File: src/rtl/y86_pkg.sv
// Shared Y86-64 encodings: instruction codes, status codes, condition and ALU
// function codes, plus the E->M pipeline register layout and its bubble value.
package y86_pkg;

  localparam int unsigned W = 64;

  localparam logic [3:0] I_HALT   = 4'h0;
  localparam logic [3:0] I_NOP    = 4'h1;
  localparam logic [3:0] I_CMOVXX = 4'h2;
  localparam logic [3:0] I_IRMOVQ = 4'h3;
  localparam logic [3:0] I_RMMOVQ = 4'h4;
  localparam logic [3:0] I_MRMOVQ = 4'h5;
  localparam logic [3:0] I_OPQ    = 4'h6;
  localparam logic [3:0] I_JXX    = 4'h7;
  localparam logic [3:0] I_CALL   = 4'h8;
  localparam logic [3:0] I_RET    = 4'h9;
  localparam logic [3:0] I_PUSHQ  = 4'hA;
  localparam logic [3:0] I_POPQ   = 4'hB;

  localparam logic [1:0] STAT_INS = 2'd0;
  localparam logic [1:0] STAT_AOK = 2'd1;
  localparam logic [1:0] STAT_HLT = 2'd2;
  localparam logic [1:0] STAT_ADR = 2'd3;

  localparam logic [3:0] C_YES = 4'h0;
  localparam logic [3:0] C_LE  = 4'h1;
  localparam logic [3:0] C_L   = 4'h2;
  localparam logic [3:0] C_E   = 4'h3;
  localparam logic [3:0] C_NE  = 4'h4;
  localparam logic [3:0] C_GE  = 4'h5;
  localparam logic [3:0] C_G   = 4'h6;

  localparam logic [3:0] A_ADD = 4'h0;
  localparam logic [3:0] A_SUB = 4'h1;
  localparam logic [3:0] A_AND = 4'h2;
  localparam logic [3:0] A_XOR = 4'h3;

  localparam logic [3:0] RNONE = 4'hF;

  typedef struct packed {
    logic zf;
    logic sf;
    logic of;
  } cc_t;

  localparam cc_t CC_RESET = '{zf: 1'b1, sf: 1'b0, of: 1'b0};

  typedef struct packed {
    logic [1:0]   stat;
    logic [3:0]   icode;
    logic         cnd;
    logic [W-1:0] val_e;
    logic [W-1:0] val_a;
    logic [3:0]   dst_e;
    logic [3:0]   dst_m;
  } m_reg_t;

  function automatic m_reg_t m_bubble_value();
    m_reg_t b;
    b.stat  = STAT_AOK;
    b.icode = I_NOP;
    b.cnd   = 1'b0;
    b.val_e = '0;
    b.val_a = '0;
    b.dst_e = RNONE;
    b.dst_m = RNONE;
    return b;
  endfunction

endpackage

File: src/rtl/cond_eval.sv
// Branch/cmov condition evaluator: maps a condition function code and the
// current ZF/SF/OF to a single taken/move bit. Shared with fetch-side logic.
module cond_eval
  import y86_pkg::*;
(
  input  logic [3:0] ifun,
  input  logic       zf,
  input  logic       sf,
  input  logic       of,
  output logic       cnd
);

  logic lt;

  assign lt = sf ^ of;

  always_comb begin
    cnd = 1'b0;
    case (ifun)
      C_YES:   cnd = 1'b1;
      C_LE:    cnd = lt | zf;
      C_L:     cnd = lt;
      C_E:     cnd = zf;
      C_NE:    cnd = ~zf;
      C_GE:    cnd = ~lt;
      C_G:     cnd = ~lt & ~zf;
      default: cnd = 1'b0;
    endcase
  end

endmodule

File: src/rtl/execute_cc_stage.sv
// Execute-stage back half: condition-code register, branch/cmov condition,
// cmov destination gating, and the E->M pipeline register with stall/bubble.
module execute_cc_stage
  import y86_pkg::*;
#(
  parameter int unsigned W = 64
) (
  input  logic         clk,
  input  logic         rst,
  input  logic [1:0]   E_stat,
  input  logic [3:0]   E_icode,
  input  logic [3:0]   E_ifun,
  input  logic [W-1:0] E_valA,
  input  logic [3:0]   E_dstE,
  input  logic [3:0]   E_dstM,
  input  logic [W-1:0] e_ans,
  input  logic         e_ovf,
  input  logic         set_cc,
  input  logic         cc_suppress,
  input  logic         M_stall,
  input  logic         M_bubble,
  output logic         zf,
  output logic         sf,
  output logic         of,
  output logic         e_cnd,
  output logic [3:0]   e_dstE,
  output logic [1:0]   M_stat,
  output logic [3:0]   M_icode,
  output logic         M_cnd,
  output logic [W-1:0] M_valE,
  output logic [W-1:0] M_valA,
  output logic [3:0]   M_dstE,
  output logic [3:0]   M_dstM
);

  cc_t  cc_q;
  cc_t  cc_new;
  logic cc_load;

  assign cc_new.zf = (e_ans == '0);
  assign cc_new.sf = e_ans[W-1];
  assign cc_new.of = e_ovf;
  assign cc_load   = set_cc & ~cc_suppress;

  // CC gating is independent of M_stall: a stalled M stage does not freeze E.
  always_ff @(posedge clk) begin
    if (rst) begin
      cc_q <= CC_RESET;
    end else if (cc_load) begin
      cc_q <= cc_new;
    end
  end

  assign zf = cc_q.zf;
  assign sf = cc_q.sf;
  assign of = cc_q.of;

  cond_eval u_cond_eval (
    .ifun (E_ifun),
    .zf   (cc_q.zf),
    .sf   (cc_q.sf),
    .of   (cc_q.of),
    .cnd  (e_cnd)
  );

  assign e_dstE = ((E_icode == I_CMOVXX) && !e_cnd) ? RNONE : E_dstE;

  // Local copy of the pipeline register so the datapath width follows W.
  logic [1:0]   m_stat_q;
  logic [3:0]   m_icode_q;
  logic         m_cnd_q;
  logic [W-1:0] m_val_e_q;
  logic [W-1:0] m_val_a_q;
  logic [3:0]   m_dst_e_q;
  logic [3:0]   m_dst_m_q;

  always_ff @(posedge clk) begin
    if (rst || (!M_stall && M_bubble)) begin
      m_stat_q  <= STAT_AOK;
      m_icode_q <= I_NOP;
      m_cnd_q   <= 1'b0;
      m_val_e_q <= '0;
      m_val_a_q <= '0;
      m_dst_e_q <= RNONE;
      m_dst_m_q <= RNONE;
    end else if (!M_stall) begin
      m_stat_q  <= E_stat;
      m_icode_q <= E_icode;
      m_cnd_q   <= e_cnd;
      m_val_e_q <= e_ans;
      m_val_a_q <= E_valA;
      m_dst_e_q <= e_dstE;
      m_dst_m_q <= E_dstM;
    end
  end

  assign M_stat  = m_stat_q;
  assign M_icode = m_icode_q;
  assign M_cnd   = m_cnd_q;
  assign M_valE  = m_val_e_q;
  assign M_valA  = m_val_a_q;
  assign M_dstE  = m_dst_e_q;
  assign M_dstM  = m_dst_m_q;

endmodule

File: config.mk
export PLATFORM = sky130hd
export DESIGN_NAME = execute_cc_stage
export DESIGN_NICKNAME = d
export VERILOG_FILES = /design/src/rtl/y86_pkg.sv /design/src/rtl/cond_eval.sv /design/src/rtl/execute_cc_stage.sv
export SDC_FILE = /design/constraint.sdc
export NUM_CORES = 1
export LEC_CHECK = 0
export ABC_CLOCK_PERIOD_IN_PS = 1870
export CAP_MARGIN = 40
export CORE_UTILIZATION = 35
export DETAILED_ROUTE_END_ITERATION = 8
export PLACE_DENSITY_LB_ADDON = 0.3
export SETUP_SLACK_MARGIN = 0.4
export SLEW_MARGIN = 10
export SYNTH_ARGS = -nofsm -noshare
export SYNTH_HDL_FRONTEND = slang
export SYNTH_SLANG_ARGS = --single-unit
File: constraint.sdc
create_clock -name clk -period 1.87 [get_ports clk]
set_input_delay 0.2805 -clock clk [delete_from_list [all_inputs] [get_ports clk]]
set_output_delay 0.2805 -clock clk [all_outputs]
set_load 0.1 [all_outputs]
==> impl_metrics.yaml, run 1 <==
floorplanning:
  core_area_mm2: 0.01475
  die_x_um: 126.0
  start_util_pct: 36.47
  core.rowCount: 44
  io_pins: 304
  die_height_um: 126.0
  die-area_mm2: 0.01587
synthesis:
  syn_area_mm2: 0.005380
  synth_top_family_by_area: "multiplexers"
  ys_seq_area_share_pct: 54.33
  muxShareOfSynthArea_pct: 25.86
  synth-xor-area-share_pct: 0.1628
  yosys.area_share.simple_pct: 14.84
  synth_fp_nets: 672
  yosysUniqueCellTypes: 28
  synth_seq_cells: 146
  ys_warn_count: 0
  synth_adder_area_share_pct: 0
  syn_inst: 519
  synth_compound_area_share_pct: 1.930
  syn_avg_cell_area_um2: 10.37
worst_hold_path:
  hp-class: "input port to flop"
  min_from: "e_ans[8]"
  min_to: "M_valE[8]"
  holdPathStages: 3
worst_setup_path:
  startpoint_type: "flop"
  timing.rr.end: "M_cnd"
  r2r_cells: 7
  slowest_stage: "dfxtp_4"
  crit_required_ns: 1.59
  critPathKind: "flop to output port"
  arrival_ns: 1.76
  crit_path_max_incr_delay_ns: 0.39
  crit_path_end_kind: "output port"
  rr_startpoint: "sf"
  crit_top_cell: "buf_12"
  path_cells: "nor2b_2 > o211a_1 > o31ai_4 > buf_12 > nand2b_4 > buf_12"
  rrSetupSlack_ns: 0.39
  cp_max_fo: 5
route:
  avgRoutedWirePerCell_um: 16.61
  firstDrtPassIters: 4
  wl_met2_mm: 8.451
  vias: 4916
  wirelength_mm: 17.22
  via_per_inst: 4.741
  postRouteAntennaNets: 0
  drc: 0
  wl_met3_mm: 1.666
  drt_iter0_drc: 183
  routed.top_layer: "met4"
  wl_met1_mm: 6.794
global_route:
  first_global_vias: 5015
  antenna_found_initial: 0
  grt_use_total_pct: 21.36
  grt-ovfl-total: 0
  grt_pass1_wl_mm: 26.00
  grt_max_degree: 81
finish:
  layout_commonest_cell: "buf_4"
  synthToLayoutAreaGrowth_pct: 74.51
  fin_nets: 993
  drive_gt1_share_pct: 29.43
  layout_common_cells: "buf_4 (165), dfxtp_1 (143), mux2i_1 (138), nor2_1 (132), clkdlybuf4s50_1 (112)"
  stdcell_count: 1037
  num_antenna_cells: 0
  final_area_mm2: 0.009389
timing:
  setup_viol: 5
  rsz0062_at_grt: "yes"
  fin_ws_ns: -0.1725
  hold_viol: 0
  slew-limit-headroom_pct: 62.41
  skew_ns: 0.004782
  worst_pin_slew_ns: 0.5638
  drv_slew: 0
  finalSetupTns_ns: -0.7643
  fmax_ghz: 0.4896
  period_share_pct: 109.2
  fin_crit_ns: 2.042
clock_tree:
  cts_buffers: 17
  path_clk_slew_ns: 0.06
  clkSinkCount: 146
  clock_path_buffers: 2
  clkLatencyLatePin_ns: 0.41
  cts-root-buf: "clkbuf_16"
  htreeDepth: 4
  cts_tree: "done"
  hold_buffers: 0
power:
  vdd_ir_drop_max_mv: 0.6741
  power_leakage_nw: 4.538
  power_density_mw_per_mm2: 989.5
  p_total_mw: 9.290
flow_run:
  maxCapViolCount: 0
placement:
  hpwl_mm: 13.00
  pre_cts_slack_ns: -0.5987
  place_inst: 1002
  port_buffers: 303
  gp_congestion: 0.7658
  place_area_mm2: 0.008536
run_status:
  violations: "setup timing"
  status: "finished, violations left"
==> critical path, delay by kind of cell (launching register included) <==
| family | cells | cell delay, ns |
|---|---|---|
| and+or+nand+nor | 2 | 0.12 |
| buffers and inverters | 2 | 0.34 |
| DFF | 1 | 0.39 |
| AOI/OAI and AO/OA | 2 | 0.49 |
==> layer usage <==
metal / vias up / GRT usage (%)
met1: 2253 / 22.97
met3: 25 / 8.794
met4: 0 / 7.938
met2: 227 / 37.41
met5: - / 0
li1: 2411 / -
==> synth_stat cells <==
cell type | instances | area share, %
a21oi_1 | 9 | 0.84
nor2b_1 | 2 | 0.23
or4_1 | 1 | 0.14
buf_2 | 22 | 2.0
nor4b_1 | 1 | 0.16
a21o_1 | 2 | 0.28
mux2i_1 | 139 | 26
nor2_1 | 132 | 9.2
nand3_1 | 1 | 0.093
nor3_1 | 9 | 0.84
o21ai_1 | 1 | 0.093
nor4_2 | 3 | 0.70
nand2b_1 | 5 | 0.58
dfxtp_1 | 146 | 54
o31ai_2 | 1 | 0.23
inv_2 | 1 | 0.070
nor4_1 | 13 | 1.5
buf_1 | 2 | 0.14
a31o_2 | 1 | 0.16
o211a_1 | 1 | 0.19
o31ai_1 | 1 | 0.14
clkbuf_1 | 8 | 0.56
inv_1 | 1 | 0.070
and3_1 | 1 | 0.12
nand4_1 | 3 | 0.35
nand2_1 | 11 | 0.77
and2b_1 | 1 | 0.14
xnor2_1 | 1 | 0.16
==> cell type report <==
type / instances / area [µm²]
Tap cell: 184 / 230.2
Clock buffer: 21 / 470.5
Sequential cell: 146 / 2934
Timing Repair Buffer: 334 / 3089
Clock inverter: 11 / 150.1
Multi-Input combinational cell: 339 / 2507
Inverter: 2 / 7.507
Fill cell: 1189 / 5365
==> stage by stage <==
step	util [%]	hold WS, ns
after floorplan	-	0.4056
after global placement	57.85	0.4586
after detailed placement	57.85	0.4709
after CTS	62.59	0.2543
after global routing	63.64	0.1246
final	63.64	0.1366
==> worst max path at each step <==
stage | from | to | slack, ns | depth (start not counted)
2_1_floorplan | zf | M_cnd | -0.19 | 4
3_3_place_gp | E_ifun[0] | e_dstE[1] | -0.54 | 6
6_report | zf | e_dstE[0] | -0.17 | 6
4_1_cts | zf | e_dstE[0] | -0.21 | 6
5_1_grt | zf | e_dstE[3] | -0.25 | 6
3_5_place_dp | E_ifun[0] | e_dstE[0] | -0.60 | 6
==> power by group <==
part	internal (mW)	switching (mW)
clock	2.22	1.31
sequential	3.27	0.0917
combinational	0.754	1.65
==> sequential cells by signal (all words and copies together) (netlist names), 2 cells and up <==
register / count
M_icode: 4
M_dstE: 4
M_dstM: 4
M_stat: 2
M_valA: 64
M_valE: 64
==> kinds of logic after synthesis <==
kind of cell	Yosys count
buf+inv	34
simple gates	183
xor+xnor	1
compound gates	16
flops	146
mux	139
==> repair_timing <==
| item | in CTS | in global routing |
|---|---|---|
| cloned | 0 | 0 |
| setup endpoints to repair | 11 | 12 |
| pin swaps | 10 | 24 |
| buffers inserted | 2 | 1 |
| resized for setup | 26 | 53 |
Note: power is estimated with default switching activity, not from simulation.
==> run 2: changes to the inputs <==
Settings changed: ABC_CLOCK_PERIOD_IN_PS 1870 to 2400.
Clock period 1.87 ns to 2.4 ns, I/O delays scaled along.
==> run 2 against run 1 <==
Effect of this change:
- the flow now finishes without violations
- routed wire length down 6.0%
- cell area down 3.6%
- critical path depth unchanged
- utilization down 2.3 points
- sequential share of layout area up 1.2 points
- highest routed layer unchanged
- sequential cell count unchanged
- register-to-register slack better by 0.62 ns
- global-route usage down 0.98 points
- critical endpoint is now e_dstE[3]
- clock skew down 0.00078 ns
- non-clock buffer count down 14
- power down 25%
- first-iteration DRC count down 5.5%
==> impl_metrics.yaml, run 2 (synthesized netlist as in run 1, its figures left out) <==
global_route:
  first_global_vias: 4888
  antenna_found_initial: 0
  grt_use_total_pct: 20.38
  use_met2_pct: 35.42
  top_usage_layer: "met2"
  grt_max_degree: 101
  grt_pass1_wl_mm: 24.97
  grt_use_met1_pct: 21.76
  gr-usage-met3_pct: 8.411
  grt-ovfl-total: 0
placement:
  pre_cts_slack_ns: -0.2179
  port_buffers: 303
  place_inst: 989
  gp_congestion: 0.7764
  hpwl_mm: 12.35
timing:
  finalSetupTns_ns: 0
  fin_ws_ns: 0.2981
  setup_viol: 0
  period_share_pct: 87.58
  fin_crit_ns: 2.102
  drv_slew: 0
  rsz0062_at_grt: "yes"
  skew_ns: 0.004000
  fmax_ghz: 0.4758
  worst_pin_slew_ns: 0.7208
  slew-limit-headroom_pct: 51.95
  hold_viol: 0
worst_hold_path:
  min_to: "M_cnd"
  min_from: "M_stall"
  holdPathStages: 3
  hp-class: "input port to flop"
clock_tree:
  clkSinkCount: 146
  clkLatencyLatePin_ns: 0.41
  path_clk_slew_ns: 0.05
  cts_tree: "done"
  cts_buffers: 17
  clock_path_buffers: 2
  htreeDepth: 4
  cts-root-buf: "clkbuf_16"
floorplanning:
  start_util_pct: 36.47
  io_pins: 304
  core.rowCount: 44
  die_x_um: 126.0
  die_height_um: 126.0
  die-area_mm2: 0.01587
  core_area_mm2: 0.01475
power:
  power_density_mw_per_mm2: 774.4
  power_leakage_nw: 4.175
  vdd_ir_drop_max_mv: 0.4296
  p_total_mw: 7.009
worst_setup_path:
  cp_max_fo: 6
  r2r_cells: 6
  rr_startpoint: "zf"
  crit_path_end_kind: "output port"
  rrSetupSlack_ns: 1.01
  arrival_ns: 1.74
  timing.rr.end: "M_dstE[2]"
  crit_required_ns: 2.04
  critPathKind: "flop to output port"
  startpoint_type: "flop"
route:
  drc: 0
  firstDrtPassIters: 4
  via_per_inst: 4.705
  vias: 4809
  wirelength_mm: 16.19
  avgRoutedWirePerCell_um: 15.84
  postRouteAntennaNets: 0
  drt_iter0_drc: 173
run_status:
  status: "completed"
finish:
  drive_gt1_share_pct: 26.37
  layout_common_cells: "buf_4 (159), clkdlybuf4s50_1 (146), dfxtp_1 (143), mux2i_1 (138), nor2_1 (132)"
  synthToLayoutAreaGrowth_pct: 68.23
  layout_commonest_cell: "buf_4"
  fin_nets: 979
  num_antenna_cells: 0
  final_util_pct: 61.35
  stdcell_count: 1022
  nFillCells: 1248
flow_run:
  maxCapViolCount: 0
==> run 2: changes by cell type in the layout (fill, tap and decap cells not counted), moves of 6 or more <==
cell             delta
dlymetal6s2s_1     -25
buf_4               -6
nor4_1             +10
nor4_2              -7
clkdlybuf4s50_1    +34
==> run 2: timing repair <==
item | in CTS | in global routing
gates resized for setup | 12 | 4
buffers inserted | 2 | 0
setup endpoints to repair | 5 | 5
pin swaps | 3 | 6
hold buffers | 0 | 0
==> run 2: how the worst max path moves through the flow <==
stage | startpoint | endpoint | slack, ns | depth (start not counted)
after detailed placement | E_ifun[0] | e_dstE[3] | -0.22 | 6
after global routing | of | e_dstE[1] | 0.23 | 6
after CTS | zf | e_dstE[3] | 0.25 | 6
final | zf | e_dstE[3] | 0.30 | 6
after floorplan | zf | e_dstE[0] | 0.29 | 4
after global placement | E_ifun[0] | e_dstE[2] | -0.18 | 6
==> run 2: final cells by class <==
type	instances	area [µm²]	area share (%)
clock inverter	12	132.6	1.465
tap	184	230.2	2.544
multi-input combinational	339	2417	26.71
inverter	2	7.507	0.08294
sequential	146	2934	32.42
timing repair buffer	320	2887	31.89
clock buffer	19	442.9	4.894
==> run 2: where the power goes <==
part,internal [mW],switching [mW]
clock network,1.55,1.00
logic,0.572,1.26
registers,2.55,0.0709
total,4.67,2.34
==> run 2: critical path, stage by stage (launching register included) <==
cell and delay [ns]:
dfxtp_4 0.39, nor2b_2 0.06, a21o_1 0.19, o31ai_4 0.28, buf_12 0.18, nand2b_4 0.06
buf_12 0.16
==> run 2: layer usage <==
| metal | up-vias | routed length, µm | share of wire [%] |
|---|---|---|---|
| li1 | 2389 | - | - |
| met1 | 2175 | 6357 | 39 |
| met2 | 215 | 7876 | 49 |
| met3 | 30 | 1592 | 9.8 |
| met4 | 0 | 360 | 2.2 |
| met5 | - | 0 | 0 |
==> run 2: per-stage QoR <==
stage	hold slack, ns	cell area (µm²)
6_report	0.3635	9051
5_1_grt	0.3591	9051
4_1_cts	0.3360	9042
3_5_place_dp	0.4655	8401
3_3_place_gp	0.4600	8401
2_1_floorplan	0.4851	5441
